### config.mk
export PLATFORM = sky130hd
export DESIGN_NAME = pipe_idexe_fwd_reg
export DESIGN_NICKNAME = d
export VERILOG_FILES = /design/src/rtl/pipe_pkg.sv /design/src/rtl/pipe_fwd_mux4.sv /design/src/rtl/pipe_idexe_fwd_reg.sv
export SDC_FILE = /design/constraint.sdc
export NUM_CORES = 1
export LEC_CHECK = 0
export ABC_CLOCK_PERIOD_IN_PS = 10100
export CAP_MARGIN = 10
export CORE_ASPECT_RATIO = 1.5
export CORE_UTILIZATION = 30
export DETAILED_ROUTE_END_ITERATION = 7
export PLACE_DENSITY = 0.59
export SLEW_MARGIN = 5
export SYNTH_ARGS = -nofsm -noshare
export SYNTH_HDL_FRONTEND = slang
export SYNTH_SLANG_ARGS = --single-unit
### constraint.sdc
create_clock -name clock -period 10.1 [get_ports clock]
set_input_delay 1.515 -clock clock [delete_from_list [all_inputs] [get_ports clock]]
set_output_delay 1.515 -clock clock [all_outputs]
set_load 0.01 [all_outputs]
### src/rtl/pipe_pkg.sv
// Shared definitions for the ID/EXE pipeline register: forwarding select encodings,
// field widths and the saturating counter increment.
package pipe_pkg;

    localparam int unsigned SEL_W  = 2;
    localparam int unsigned ALUC_W = 5;
    localparam int unsigned REG_W  = 5;

    localparam logic [SEL_W-1:0] SEL_RF  = 2'b00;
    localparam logic [SEL_W-1:0] SEL_ALT = 2'b01;
    localparam logic [SEL_W-1:0] SEL_EXE = 2'b10;
    localparam logic [SEL_W-1:0] SEL_MEM = 2'b11;

    localparam logic [REG_W-1:0] REG_RA = 5'd31;

    // Increment that sticks at max instead of wrapping; counters up to 32 bits
    function automatic logic [31:0] sat_inc(input logic [31:0] val, input logic [31:0] max);
        return (val >= max) ? max : val + 32'd1;
    endfunction

endpackage

### src/rtl/pipe_fwd_mux4.sv
// 4:1 operand select driven by a forwarding select code.
module pipe_fwd_mux4
    import pipe_pkg::*;
#(
    parameter int unsigned DATA_W = 32
) (
    input  logic [SEL_W-1:0]  sel,
    input  logic [DATA_W-1:0] in_rf,
    input  logic [DATA_W-1:0] in_alt,
    input  logic [DATA_W-1:0] in_exe,
    input  logic [DATA_W-1:0] in_mem,
    output logic [DATA_W-1:0] y_c
);

    always_comb begin
        y_c = in_rf;
        unique case (sel)
            SEL_RF:  y_c = in_rf;
            SEL_ALT: y_c = in_alt;
            SEL_EXE: y_c = in_exe;
            SEL_MEM: y_c = in_mem;
            default: y_c = in_rf;
        endcase
    end

endmodule

### src/rtl/pipe_idexe_fwd_reg.sv
// ID/EXE pipeline register with operand forwarding, load-use bubble insertion and
// saturating bubble / forward performance counters.
module pipe_idexe_fwd_reg
    import pipe_pkg::*;
#(
    parameter int unsigned DATA_W = 32,
    parameter int unsigned CNT_W  = 16
) (
    input  logic              clock,
    input  logic              reset,
    input  logic              load_depen,
    input  logic              dwreg,
    input  logic              dm2reg,
    input  logic              dwmem,
    input  logic              djal,
    input  logic [ALUC_W-1:0] daluc,
    input  logic              dj,
    input  logic              dbeq,
    input  logic              dbne,
    input  logic [SEL_W-1:0]  a_depen,
    input  logic [SEL_W-1:0]  b_depen,
    input  logic [SEL_W-1:0]  store_depen,
    input  logic [DATA_W-1:0] da,
    input  logic [DATA_W-1:0] db,
    input  logic [DATA_W-1:0] dimm,
    input  logic [REG_W-1:0]  dsa,
    input  logic [REG_W-1:0]  drn,
    input  logic [DATA_W-1:0] dpc4,
    input  logic [DATA_W-1:0] exe_fwd,
    input  logic [DATA_W-1:0] mem_fwd,
    input  logic              cnt_clr,
    output logic              ewreg,
    output logic              em2reg,
    output logic              ewmem,
    output logic              ejal,
    output logic [ALUC_W-1:0] ealuc,
    output logic [DATA_W-1:0] ea,
    output logic [DATA_W-1:0] eb,
    output logic [DATA_W-1:0] est,
    output logic [DATA_W-1:0] epc4,
    output logic [REG_W-1:0]  ern,
    output logic              evalid,
    output logic              ex_is_uncond,
    output logic              ex_is_cond,
    output logic [CNT_W-1:0]  bubble_cnt,
    output logic [CNT_W-1:0]  fwd_cnt
);

    localparam logic [CNT_W-1:0] CNT_MAX = {CNT_W{1'b1}};

    logic [DATA_W-1:0] a_sel_c;
    logic [DATA_W-1:0] b_sel_c;
    logic [DATA_W-1:0] st_sel_c;
    logic              fwd_used_c;

    pipe_fwd_mux4 #(.DATA_W(DATA_W)) u_mux_a (
        .sel    (a_depen),
        .in_rf  (da),
        .in_alt (DATA_W'(dsa)),
        .in_exe (exe_fwd),
        .in_mem (mem_fwd),
        .y_c    (a_sel_c)
    );

    pipe_fwd_mux4 #(.DATA_W(DATA_W)) u_mux_b (
        .sel    (b_depen),
        .in_rf  (db),
        .in_alt (dimm),
        .in_exe (exe_fwd),
        .in_mem (mem_fwd),
        .y_c    (b_sel_c)
    );

    // Store data has no alternate source; SEL_ALT falls back to the register value
    pipe_fwd_mux4 #(.DATA_W(DATA_W)) u_mux_st (
        .sel    (store_depen),
        .in_rf  (db),
        .in_alt (db),
        .in_exe (exe_fwd),
        .in_mem (mem_fwd),
        .y_c    (st_sel_c)
    );

    assign fwd_used_c = a_depen[1] | b_depen[1] | store_depen[1];

    // Pipeline register: advance latches ID, stall loads a bubble
    always_ff @(posedge clock or posedge reset) begin
        if (reset) begin
            ewreg        <= 1'b0;
            em2reg       <= 1'b0;
            ewmem        <= 1'b0;
            ejal         <= 1'b0;
            ealuc        <= '0;
            ea           <= '0;
            eb           <= '0;
            est          <= '0;
            epc4         <= '0;
            ern          <= '0;
            evalid       <= 1'b0;
            ex_is_uncond <= 1'b0;
            ex_is_cond   <= 1'b0;
        end else if (load_depen) begin
            ewreg        <= dwreg;
            em2reg       <= dm2reg;
            ewmem        <= dwmem;
            ejal         <= djal;
            ealuc        <= daluc;
            ea           <= a_sel_c;
            eb           <= b_sel_c;
            est          <= st_sel_c;
            epc4         <= dpc4;
            ern          <= djal ? REG_RA : drn;
            evalid       <= 1'b1;
            ex_is_uncond <= dj | djal;
            ex_is_cond   <= dbeq | dbne;
        end else begin
            ewreg        <= 1'b0;
            em2reg       <= 1'b0;
            ewmem        <= 1'b0;
            ejal         <= 1'b0;
            ealuc        <= '0;
            ea           <= '0;
            eb           <= '0;
            est          <= '0;
            epc4         <= '0;
            ern          <= '0;
            evalid       <= 1'b0;
            ex_is_uncond <= 1'b0;
            ex_is_cond   <= 1'b0;
        end
    end

    // Performance counters: clear beats bubble beats forward, one change per cycle
    always_ff @(posedge clock or posedge reset) begin
        if (reset) begin
            bubble_cnt <= '0;
            fwd_cnt    <= '0;
        end else if (cnt_clr) begin
            bubble_cnt <= '0;
            fwd_cnt    <= '0;
        end else if (!load_depen) begin
            bubble_cnt <= CNT_W'(sat_inc(32'(bubble_cnt), 32'(CNT_MAX)));
        end else if (fwd_used_c) begin
            fwd_cnt    <= CNT_W'(sat_inc(32'(fwd_cnt), 32'(CNT_MAX)));
        end
    end

endmodule

==> results.sh <==
export IMPL_cts_buffer_depth=2
export IMPL_synthArstFlopShare_pct=100
export IMPL_core_mm2=0.0282
export IMPL_initial_core_util_pct=30.7
export IMPL_place_gp_congestion=0.855
export IMPL_synth_edff_count=0
export IMPL_synthXorXnorAreaFrac_pct=1.11
export IMPL_arrival_ns=3.70
export IMPL_io_pins=401
export IMPL_hold_class="reg2reg"
export IMPL_post_drt_wl_per_cell_um=21.3
export IMPL_grt_pass1_vias=7512
export IMPL_post_cts_buffers=0
export IMPL_numCtsBuffers=17
export IMPL_drtIter0Drc=341
export IMPL_path_class="in2reg"
export IMPL_dominantRegCellSynth="dfrtp_1"
export IMPL_drive_above_1_share_pct=12.4
export IMPL_wl_met2_um=16200
export IMPL_dp_hpwl_um=21700
export IMPL_routed_wl_um=30400
export IMPL_die_h_um=210
export IMPL_syn_to_final_growth_pct=56.0
export IMPL_grt_antenna_before_repair=3
export IMPL_syn_area_per_cell_um2=12.5
export IMPL_final_common_cell="clkdlybuf4s50_1"
export IMPL_worst_pin_slew_ns=1.09
export IMPL_clock_skew_ns=0.00533
export IMPL_drc=0
export IMPL_design_area_mm2=0.0135
export IMPL_cts_hold_buf=0
export IMPL_clock_latency_ns=0.44
export IMPL_placed_area_mm2=0.0129
export IMPL_cp_end_kind="flip-flop"
export IMPL_syn_inst=693
export IMPL_leakage_nw=5.76
export IMPL_cts_sinks=177
export IMPL_wl_met3_um=1890
export IMPL_rows=75
export IMPL_finalMaxSlewViolations=0
export IMPL_cp_max_fo=81
export IMPL_slew_headroom_pct=27.5
export IMPL_power_density_mw_per_mm2=133
export IMPL_synth_seq_cells=177
export IMPL_synth_area_mm2=0.00864
export IMPL_synthSimpleGateAreaFrac_pct=16.4
export IMPL_synth_mux_area_share_pct=17.2
export IMPL_status="completed"
export IMPL_period_needed_ns=3.33
export IMPL_grt_pass1_wl_um=46800
export IMPL_synth_top_cells_by_area="dfrtp_1 51%, mux4_2 9.6%, and2_1 5.6%"
export IMPL_drt_pass1_iterations=5
export IMPL_met1_length_um=11800
export IMPL_ir_drop_v=0.000112
export IMPL_synthDistinctLibCells=53
export IMPL_rsz0062_at_grt="no"
export IMPL_setup_tns_ns=0
export IMPL_top_layer="met4"
export IMPL_final_hold_viol_count=0
export IMPL_dr_total_vias=7109
export IMPL_chipWidth_um=141
export IMPL_postLayoutCoreUtil_pct=47.9
export IMPL_cts_tree="done"
export IMPL_critPathLaunchType="input pin"
export IMPL_cts_htree_levels=4
export IMPL_netlist_area_leader_share_pct=51.2
export IMPL_die_area_mm2=0.0295
export IMPL_finalNetCount=1294
export IMPL_portBuffers=400
export IMPL_grt_max_degree=105
export IMPL_overflow=0
export IMPL_synth_compound_area_share_pct=10.3
export IMPL_drtAntennaViolNets=0
export IMPL_root_buffer="clkbuf_16"
export IMPL_cap_violations=0
export IMPL_maxClockFrequency_mhz=300
export IMPL_fillCellCount=2580
export IMPL_syn_nets=919
export IMPL_fin_crit_sh_pct=33.0
export IMPL_post_cts_resized=0
export IMPL_crit_required_ns=10.46
export IMPL_ys_warn_count=0
export IMPL_seq_area_frac_synth_pct=51.2
export IMPL_final_cell_mix="393 x clkdlybuf4s50_1, 177 x dfrtp_1, 78 x and2_1"
export IMPL_yosys_area_share_adder_pct=0.289
export IMPL_track_usage_pct=21.5
export IMPL_synth_top_family_by_area="multiplexers"
export IMPL_path_clk_slew_ns=0.07
export IMPL_synth_area_leader_cell="dfrtp_1"
export IMPL_holdWs_ns=0.595
export IMPL_setup_viol=0
export IMPL_vias_per_cell=4.97
==> power breakdown <==
group / internal (mW) / switching [mW]
clock: 0.386 / 0.292
combinational: 0.210 / 0.144
sequential: 0.748 / 0.0158
total: 1.34 / 0.452
==> layout make-up <==
type / instances / area [µm²] / share of cell area, %
diodes: 3 / 7.51 / 0.0557
clock buffers: 21 / 470 / 3.49
clock inverters: 11 / 130 / 0.965
inverters: 14 / 60.1 / 0.445
multi-input cells: 449 / 3920 / 29.1
flip-flops and latches: 177 / 4430 / 32.8
well taps: 346 / 433 / 3.21
repair buffers: 409 / 4040 / 29.9
==> worst max-delay path, cell delays in order <==
cell and delay (ns):
buf_4 0.55, buf_4 0.70, o31a_1 0.40, nand2_1 0.10, xor2_1 0.14, o21ai_0 0.14
==> metal layers <==
layer / vias to the layer above / GRT usage, %
li1: 3274 / -
met1: 3550 / 24.8
met2: 252 / 37.8
met3: 33 / 5.82
met4: 0 / 8.40
met5: - / 0
==> cell usage after synthesis (5+ instances only) <==
cell type  instances
a21oi_1            7
a221oi_1           5
a22oi_1           28
and2_1            78
buf_2             14
buf_4              5
clkbuf_1          29
dfrtp_1          177
inv_1             14
mux2_2            27
mux2i_1           35
mux4_2            37
nand2_1           40
nand3_1            7
nand4_1            9
nor2_1             5
nor2b_1           30
nor3_1            10
nor4_1            11
o211a_1           33
o21a_1             7
o21ai_0           16
xnor2_1            9
==> stage by stage <==
stage	worst slack (ns)	total power, mW	instances
after floorplan	3.78	0.920	693
after global placement	6.34	1.13	1395
after detailed placement	6.32	1.14	1395
after CTS	6.81	1.82	1427
after global routing	6.56	1.88	1430
final	6.77	1.80	1430
==> state kept, by name, indices dropped and copies added, names as in the netlist, 5 cells and up <==
| register | flops |
|---|---|
| epc4 | 32 |
| bubble_cnt | 16 |
| ea | 32 |
| fwd_cnt | 16 |
| ern | 5 |
| est | 32 |
| eb | 32 |
| ealuc | 5 |
==> worst paths after layout <==
kind,startpoint,to,slack [ns],cells past startpoint
setup / recovery,load_depen,fwd_cnt[3],6.77,6
hold / removal,bubble_cnt[14],bubble_cnt[14],0.59,1
setup reg to reg,bubble_cnt[1],bubble_cnt[13],8.31,5
hold reg to reg,bubble_cnt[14],bubble_cnt[14],0.59,1
max in group asynchronous,reset,est[3],6.99,3
min in group asynchronous,reset,epc4[7],1.60,2
==> logic make-up after synthesis <==
family | after synthesis
xor+xnor | 11
mux | 99
compound gates | 114
buf+inv | 67
flops | 177
simple gates | 223
fa+ha+maj | 2
Note: power is estimated with default switching activity, not from simulation.
